<file path="src/rtl/instruction_fetch.sv">
// PC, return stack and instruction register of the PIC16F-class core.
// Resolves sequential fetch, skip, goto/call/return and computed goto.
module instruction_fetch #(
    parameter int                  PC_WIDTH     = 13,
    parameter int                  STACK_DEPTH  = 8,
    parameter logic [PC_WIDTH-1:0] RESET_VECTOR = '0
) (
    input  logic                clk,
    input  logic                rst,
    input  logic                instr_rd_en,
    input  logic                instr_flush,
    input  logic                pc_incr_en,
    input  logic                pc_j_en,
    input  logic                pc_call_en,
    input  logic                pc_ret_en,
    input  logic                pcl_wr_en,
    input  logic [7:0]          pcl_wr_data,
    input  logic [4:0]          pclath,
    input  logic [13:0]         prog_data,
    output logic [PC_WIDTH-1:0] prog_addr,
    output logic [13:0]         instr_current,
    output logic [7:0]          pc_low,
    output logic                stack_ovf,
    output logic                stack_unf
);
    localparam int SP_W = $clog2(STACK_DEPTH);
    localparam logic [SP_W:0] CNT_FULL = (SP_W+1)'(STACK_DEPTH);

    logic [PC_WIDTH-1:0] r_pc;
    logic [13:0]         r_instr;
    logic [SP_W-1:0]     r_sp;
    logic [SP_W:0]       r_cnt;
    logic                r_ovf;
    logic                r_unf;
    logic [PC_WIDTH-1:0] r_stack [STACK_DEPTH];

    logic                w_push;
    logic [SP_W-1:0]     w_sp_dec;
    logic [PC_WIDTH-1:0] w_jmp_tgt;
    logic [PC_WIDTH-1:0] w_pcl_tgt;
    logic [PC_WIDTH-1:0] w_pc_next;

    // A return in the same cycle as a call suppresses the push.
    assign w_push    = pc_j_en & pc_call_en & ~pc_ret_en;
    assign w_sp_dec  = r_sp - SP_W'(1);
    assign w_jmp_tgt = PC_WIDTH'({pclath[4:3], r_instr[10:0]});
    assign w_pcl_tgt = PC_WIDTH'({pclath, pcl_wr_data});

    always_comb begin
        w_pc_next = r_pc;
        if (pc_ret_en)       w_pc_next = r_stack[w_sp_dec];
        else if (pc_j_en)    w_pc_next = w_jmp_tgt;
        else if (pcl_wr_en)  w_pc_next = w_pcl_tgt;
        else if (pc_incr_en) w_pc_next = r_pc + PC_WIDTH'(1);
    end

    always_ff @(posedge clk) begin
        if (rst) begin
            r_pc    <= RESET_VECTOR;
            r_instr <= 14'h0000;
            r_sp    <= '0;
            r_cnt   <= '0;
            r_ovf   <= 1'b0;
            r_unf   <= 1'b0;
        end else begin
            r_pc <= w_pc_next;
            if (instr_flush)      r_instr <= 14'h0000;
            else if (instr_rd_en) r_instr <= prog_data;
            // The ring keeps spinning on over/underflow; only the count saturates.
            if (pc_ret_en) begin
                r_sp <= w_sp_dec;
                if (r_cnt == '0) r_unf <= 1'b1;
                else             r_cnt <= r_cnt - (SP_W+1)'(1);
            end else if (w_push) begin
                r_sp <= r_sp + SP_W'(1);
                if (r_cnt == CNT_FULL) r_ovf <= 1'b1;
                else                   r_cnt <= r_cnt + (SP_W+1)'(1);
            end
        end
    end

    // Stack storage is intentionally not reset.
    always_ff @(posedge clk) begin
        if (!rst && w_push) r_stack[r_sp] <= r_pc;
    end

    assign prog_addr     = r_pc;
    assign instr_current = r_instr;
    assign pc_low        = r_pc[7:0];
    assign stack_ovf     = r_ovf;
    assign stack_unf     = r_unf;
endmodule

</file>
<file path="config.mk">
export PLATFORM = sky130hd
export DESIGN_NAME = instruction_fetch
export DESIGN_NICKNAME = d
export VERILOG_FILES = /design/src/rtl/instruction_fetch.sv
export SDC_FILE = /design/constraint.sdc
export NUM_CORES = 1
export LEC_CHECK = 0
export ABC_AREA = 1
export CAP_MARGIN = 5
export CORE_ASPECT_RATIO = 1.4
export CORE_MARGIN = 3
export CORE_UTILIZATION = 45
export CTS_CLUSTER_DIAMETER = 60
export DETAILED_ROUTE_END_ITERATION = 16
export GPL_TIMING_DRIVEN = 0
export PLACE_DENSITY = 0.66
export SYNTH_ARGS = -nofsm -noshare
export SYNTH_HDL_FRONTEND = slang
export SYNTH_SLANG_ARGS = --single-unit
</file>
<file path="constraint.sdc">
create_clock -name clk -period 2.8 [get_ports clk]
set_clock_uncertainty 0.15 [all_clocks]
set_input_delay 0.56 -clock clk [delete_from_list [all_inputs] [get_ports clk]]
set_output_delay 0.56 -clock clk [all_outputs]
set_load 0.02 [all_outputs]
</file>
; ---- After elaboration in Yosys (flattened, before gate mapping)
; Memories as Yosys holds them, arrays and structs flattened.
; Index checks and enable logic that the tools add are counted.
[word_totals]
ramBits = 104
inputBits = 36
memories = 1
out_inout_bits = 37
ff_bits = 36
word_cells = 39
[memory_table]
columns = memory, words, width, read_ports, rd_ports_with_merged_regs, write_ports, line
row1 = r_stack, 8, 13, 1, 0, 1, 35  ; logic [PC_WIDTH-1:0] r_stack [STACK_DEPTH];
[classes]
add_sub_neg = 5
eq_ne = 3
n_reduce_logical = 9
bitwise = 3
muxes = 12
[ops]
columns = operator, count
row1 = 13-bit two-way mux, 4
row2 = 4-bit two-way mux, 4
row3 = 13-bit by 1-bit adder with 13-bit output (second input constant), 1
row4 = 3-bit two-way mux, 2
row5 = 3-bit AND reduction, 2
row6 = 4-bit by 1-bit adder with 4-bit output (second input constant), 1
row7 = 4-bit == test (second input constant), 1
row8 = 4-bit logical NOT, 1
row9 = 2-bit inequality test (second input constant), 2
row10 = 4-bit nonzero test, 1
row11 = 4-bit by 1-bit subtractor with 4-bit output (second input constant), 1
row12 = 3-bit by 1-bit adder with 3-bit output (second input constant), 1
row13 = 3-bit by 1-bit subtractor with 3-bit output (second input constant), 1
row14 = 1-bit bitwise AND, 2
row15 = 1-bit two-way mux, 2
row16 = 2-bit AND reduction, 1
row17 = 2-bit nonzero test, 1
row18 = 2-bit OR reduction, 1
row19 = 1-bit logical AND, 1
row20 = 1-bit logical NOT, 1
row21 = 1-bit inverter, 1

; ---- Depth between registers and ports, before layout
; Gate-level depths: netlist of the first run.
[depth]
depth_word = 5
depth_mapped = 12
ltp_nobuf = 10

; ---- Worst setup path before layout of the first run
; OpenSTA, ideal clock, no wires.
[synth_timing]
kind = input -> register
startpoint = in pc_j_en
endpoint = mem r_stack[1][0] (enable)
stages = 7
t_required_ns = 2.250
setup_ns = 0.400
n_path_buf = 1
arrival_time_ns = 2.082
path_slack_ns = 0.168
path_cell_list = buf_4 > nand2_1 > nor2_1 > nand2_1 > inv_1 > nand2_1 > nor3_1
[synth_via]
elab_chain_cells = 5
[synth_lines]
columns = item, line
row1 = "start, declared", 13  ; input logic pc_j_en,
row2 = 1-bit bitwise AND (2 in a row), 44  ; assign w_push = pc_j_en & pc_call_en & ~pc_ret_en;
row3 = 1-bit logical AND, 84  ; if (!rst && w_push) r_stack[r_sp] <= r_pc;
row4 = 1-bit two-way mux, 84
row5 = 1-bit two-way mux (not written as such), 84
row6 = "end, declared", 35
; No other way between the ends.

; ---- Worst setup path after layout of the first run
[layout_timing]
startpoint = in pc_ret_en
endpoint = mem r_stack[2][8] (enable)
[layout_via]
elab_chain_cells = 5
[layout_lines]
columns = item, line
row1 = "start, declared", 15  ; input logic pc_ret_en,
row2 = 1-bit inverter (no source line), --
row3 = 1-bit bitwise AND, 44
row4 = 1-bit logical AND, 84
row5 = 1-bit two-way mux, 84
row6 = 1-bit two-way mux (not written as such), 84
; No other way between the ends.

==> results of run 1 <==
[layout make-up]
cell class	instances	area, um2
flip-flops and latches	140	3840
well taps	182	228
inverters	34	128
plain buffers	39	243
multi-input cells	460	2150
fillers	1169	5630
clock inverters	7	87.6
clock buffers	25	507
repair buffers	76	761
[cell usage in the layout (no fill, tap or decap), types with 3 or more instances in the layout]
master           Yosys  layout
inv_1               30      30
clkbuf_8             0       3
o211ai_1             3       3
buf_6                3       5
clkbuf_16            0      18
edfxtp_1           104     104
xnor2_1              3       3
dfxtp_1             36      36
ha_1                 5       5
nand3_1             40      40
nand2_1            165     165
clkinv_2             0       4
inv_2                4       4
o22ai_1              5       5
nor2_1             109     102
nand4_1              4       4
buf_2               10      10
nor2_2               4       8
clkbuf_1             9      13
o21ai_0             56      56
buf_4               13      16
nor2_4               1       4
clkdlybuf4s50_1      0      70
a21oi_1             49      49
[routing by layer]
layer,global-route usage [%],vias to the layer above
met4,9.20,0
met5,0,-
li1,-,2451
met3,5.40,39
met1,25.2,2362
met2,40.1,211
[logic make-up after synthesis]
| kind of cell | Yosys count | share of synthesized area [%] |
|---|---|---|
| simple gates | 329 | 21.0 |
| buf+inv | 73 | 5.87 |
| compound gates | 120 | 9.93 |
| fa+ha+maj | 6 | 1.31 |
| xor+xnor | 5 | 0.991 |
| flops | 140 | 60.9 |
[sequential cells by signal (all words and copies together), names as in the netlist]
signal and count:
instr_current 14, prog_addr 13, r_cnt 4, r_sp 3, r_stack 104, stack_ovf 1, stack_unf 1
[worst reg2reg max path, stage by stage (launching register included)]
cell      delay [ns]
dfxtp_1         0.40
inv_2           0.13
buf_6           0.17
ha_1            0.45
clkbuf_1        0.51
nand3_1         0.17
nand2_1         0.10
nor2_1          0.04
nor2_1          0.17
a21oi_1         0.09
[power by group]
group,switching (W),internal [W]
clock network,0.000817,0.00143
logic,0.000551,0.000384
registers,0.000143,0.00234
total,0.00151,0.00415
[path summary, 6_finish.rpt]
check             from            end  slack (ns)
max          pc_ret_en  r_stack[2][8]        0.06
min          stack_unf      stack_unf        0.30
max reg2reg    r_sp[0]  prog_addr[10]        0.31
min reg2reg  stack_unf      stack_unf        0.30
[metrics by stage]
stage	hold slack [ns]	utilization [%]	setup WS, ns
finish	0.298	58.5	0.0603
global route	0.310	58.5	-0.0943
CTS	0.298	58.3	-0.129
detailed placement	0.289	53.8	-0.851
global placement	0.290	53.3	-1.57
floorplan	0.325	-	0.168
[timing repair]
action	in CTS	in global routing
pin swaps	0	2
gates cloned	0	0
resized for setup	5	6
setup endpoints to repair	70	82
buffers inserted	0	1
==> out/results.ini, run 1 <==
[power]
ir_worst_vdd_uv = 469
leakagePower_nw = 3.03
total_power_w = 0.00566
power.density_nw_per_um2 = 713

[global_routing]
antenna_found_initial = 0
grt_max_degree = 17
overflow = 0
grt_pass1_wl_um = 26500
grt_usage_pct = 22.4
grt_pass1_vias = 5139

[worst_setup_path]
cp_cell_sequence = clkdlybuf4s50_1 -> buf_2 -> nor2_2 -> nand2_1 -> inv_1 -> nand2_1 -> nor2_2
crit_buf_inv = 3
path_delay_family = simple AND/OR/NAND/NOR gates
end_kind = register
cpPeakStageDelay_ns = 0.69
worstPathMaxFanout = 13
arrival_ns = 2.63
startpoint_type = input port
path_class = in2reg
path_depth = 7
critPathRequiredTime_ns = 2.69
r2r_cells = 9
cpMaxStageDelayCell = nor2_2

[clocking]
cts-root-buf = clkbuf_16
cts_hold_buffers = 0
cts_buffers = 17
clk_latency_ns = 0.42
cts_buffer_depth = 2
cts_tree = done
htree_levels = 4
cts_sinks = 140
path_clk_slew_ns = 0.06

[route]
drtPass1Iterations = 7
final_antenna_net_count = 0
post_drt_wl_per_cell_um = 17.5
via_count = 5063
wl_met3_um = 951
top_layer = met4
drt_iter0_markers = 303
finalWirelength_um = 16900
avgViaCountPerCell = 5.26
drc = 0
wl_met2_um = 8990
wl_met1_um = 6410

[timing]
setup-tns-final_ns = 0
fin_crit_sh_pct = 97.8
max-slew-margin-rel_pct = 42.8
rsz0062_at_grt = yes
setup_viol_count_final = 0
hold_viol = 0
slew_viol_final = 0
fmax_mhz = 365
tightest_slew_ns = 0.858
fin_crit_ns = 2.74

[yosys]
synthTopCellsByCount = 165 x nand2_1, 109 x nor2_1, 104 x edfxtp_1
syn-cell-area_um2 = 6310
synth_top_cell_by_area = edfxtp_1
synth_edf_count = 104
yosysMostFrequentCell = nand2_1
yosysSeqAreaShare_pct = 60.9
async_flop_share_pct = 0
synth_top_area_share_pct = 49.5
yosys_most_used_dff = edfxtp_1
syn-instance-count = 673
synth_warnings = 0
yosys-top-cells-area = edfxtp_1 49%, dfxtp_1 11%, nand2_1 9.8%
ys_ff_latch = 140
synth_cell_types = 35
syn-mean-instance-area_um2 = 9.38
synth_fp_nets = 715

[placed_design]
gp_congestion = 0.853
placed_area_um2 = 7300
place_hpwl_um = 12000
place_inst = 930
port-buffer-count = 70

[job]
maxCapViolations = 0

[cells_and_area]
final_area_um2 = 7950
post_layout_nonfiller_instances = 963
finalNetCount = 810
areaGrowthSynthToFinish_pct = 25.8
antenna_cells = 0
layout-drive-gt1-share_pct = 10.9

[hold_path]
holdPathStages = 2
hold_path.class = reg2reg

[floorplanning]
die_area_um2 = 15500
core.rowCount = 50
io-pin-count = 73
die_h_um = 146
dieWidth_um = 106
core_area_um2 = 13600
start_util_pct = 46.5

[run_status]
status = finished, final reports clean

Power figures use the tool's default switching activity.
==> run 2, diff against run 1 <==
- CORE_UTILIZATION: 45 -> 40
- PLACE_DENSITY: 0.66 -> default
==> run 2 against run 1 <==
First-iteration DRC count rose by 1.7%. Register-to-register slack got worse by 0.03 ns. The flow now finishes with violations (setup timing). Die area rose by 12%. Combinational power decreased by 1%. Non-clock buffer count up 2. Flip-flop and latch count unchanged. Final cell count up 1.2%. Via count decreased by 2.2%. Critical endpoint is now r_stack[3][9]. Sequential share of layout area fell by 0.053 points.
==> out/results.ini, run 2 (synthesis results as in run 1) <==
[run_status]
status = complete, but fails checks
violations = setup timing

[timing]
setup_viol_count_final = 61
fin_crit_sh_pct = 103
hold_ws_ns = 0.303
hold_viol = 0
slew_viol_final = 0
timing.final.ws_setup_ns = -0.0955
rsz0062_at_grt = yes
fmax_mhz = 345
tightest_slew_ns = 0.853
fin_crit_ns = 2.90
max-slew-margin-rel_pct = 43.0

[global_routing]
antenna_found_initial = 0
grt_max_degree = 17
overflow = 0
grt.met1_usage_pct = 21.7
grt_use_met2_pct = 36.3
grt_usage_pct = 19.4
grt_pass1_wl_um = 26000
use_met3_pct = 4.58
grt_pass1_vias = 4855
grt-busiest-layer = met2

[worst_setup_path]
crit_path_frequent_cell = nand2_1
arrival_ns = 2.78
cp_cell_sequence = clkdlybuf4s50_1 -> buf_2 -> nor2_1 -> nand2_1 -> inv_1 -> nand2_1 -> nor2_2
end_kind = register
worstPathMaxFanout = 13
startpoint_type = input port
cpPeakStageDelay_ns = 0.70
cpMaxStageDelayCell = nor2_2
path_delay_family = simple AND/OR/NAND/NOR gates
critPathRequiredTime_ns = 2.68
crit_buf_inv = 3
path_class = in2reg

[power]
power.density_nw_per_um2 = 713
seqPwrFrac_pct = 43.8
power.switching_w = 0.00160
combinationalPowerShare_pct = 16.3
leakagePower_nw = 3.04
clock_power_share_pct = 39.9
p_int_w = 0.00407
ir_worst_vdd_uv = 426
sw_frac_of_total_pct = 28.3
total_power_w = 0.00567

[route]
post_drt_wl_per_cell_um = 17.3
drt_iter0_markers = 308
via_count = 4953
avgViaCountPerCell = 5.08
final_antenna_net_count = 0
finalWirelength_um = 16900
drtPass1Iterations = 5
drc = 0

[cells_and_area]
layout-drive-gt1-share_pct = 11.4
final_common_cell = nand2_1
areaGrowthSynthToFinish_pct = 26.0
final_area_um2 = 7950
finalNetCount = 812
antenna_cells = 0
num-fill-cells = 1377
max_flop_register = r_stack
layout_common_cells = 165 x nand2_1, 104 x nor2_1, 104 x edfxtp_1
largest_register_ffs = 104

[clocking]
path_clk_slew_ns = 0.07
cts-root-buf = clkbuf_16
cts_buffer_depth = 2
htree_levels = 4
cts_tree = done
cts_sinks = 140
clk_latency_ns = 0.41
cts_buffers = 17

[floorplanning]
dieWidth_um = 112
start_util_pct = 41.4
die_h_um = 155
die_area_um2 = 17300
core.rowCount = 53
io-pin-count = 73
core_area_um2 = 15300

[placed_design]
placed_area_um2 = 7300
port-buffer-count = 70
place_ws_ns = -0.913
place_hpwl_um = 12200
gp_congestion = 0.821

[hold_path]
hold_path.class = reg2reg

[job]
maxCapViolations = 0

[run 2: cell type report]
cell class / count / area (um2) / area share (%)
multi-input cells: 460 / 2130 / 26.8
plain buffers: 39 / 243 / 3.05
repair buffers: 78 / 768 / 9.66
flip-flops and latches: 140 / 3840 / 48.3
well taps: 192 / 240 / 3.02
clock buffers: 19 / 475 / 5.98
clock inverters: 13 / 121 / 1.53
inverters: 34 / 128 / 1.60
[run 2: worst paths after layout]
| path | from | cells past startpoint | to | slack (ns) |
|---|---|---|---|---|
| setup reg to reg | r_sp[0] | 12 | prog_addr[6] | 0.28 |
| hold reg to reg | stack_unf | 2 | stack_unf | 0.30 |
| setup / recovery | pc_ret_en | 7 | r_stack[3][9] | -0.1 |
| hold / removal | stack_unf | 2 | stack_unf | 0.30 |
[run 2: power by group through the flow]
stage / Combinational [W] / Sequential [W] / Clock (W)
floorplan: 0.000543 / 0.00251 / 0
global placement: 0.000902 / 0.00252 / 0
detailed placement: 0.000918 / 0.00252 / 0
CTS: 0.000928 / 0.00248 / 0.00228
global route: 0.00102 / 0.00250 / 0.00237
finish: 0.000925 / 0.00248 / 0.00226
[run 2: layer usage]
metal	up-vias	part of all wire [%]
met5	-	0
met4	0	1.6
met3	18	5.0
met2	165	54
met1	2314	40
li1	2456	-
[run 2: per-stage QoR]
step / util (%) / std cells / setup TNS, ns
floorplan: - / 673 / 0
global placement: 47.6 / 935 / -113.18
detailed placement: 47.9 / 939 / -74.21
CTS: 52.1 / 975 / -5.64
global route: 52.1 / 975 / -14.31
finish: 52.1 / 975 / -4.95
[run 2: repair_timing]
| action | 4_1_cts | 5_1_grt |
|---|---|---|
| pin swaps | 1 | 0 |
| buffers inserted | 4 | 0 |
| setup endpoints to repair | 95 | 69 |
| hold buffers | 0 | 0 |
| resized for setup | 7 | 0 |
[run 2: worst register-to-register path, stage by stage, from the launching register on]
cell and delay [ns]:
dfxtp_1 0.43, inv_2 0.14, buf_6 0.18, ha_1 0.39, inv_1 0.19, buf_2 0.30, nor2_1 0.08, o21ai_0 0.08
nand2_1 0.10, nand2_1 0.07, nand2_1 0.05, nor2_1 0.17, a21oi_1 0.09
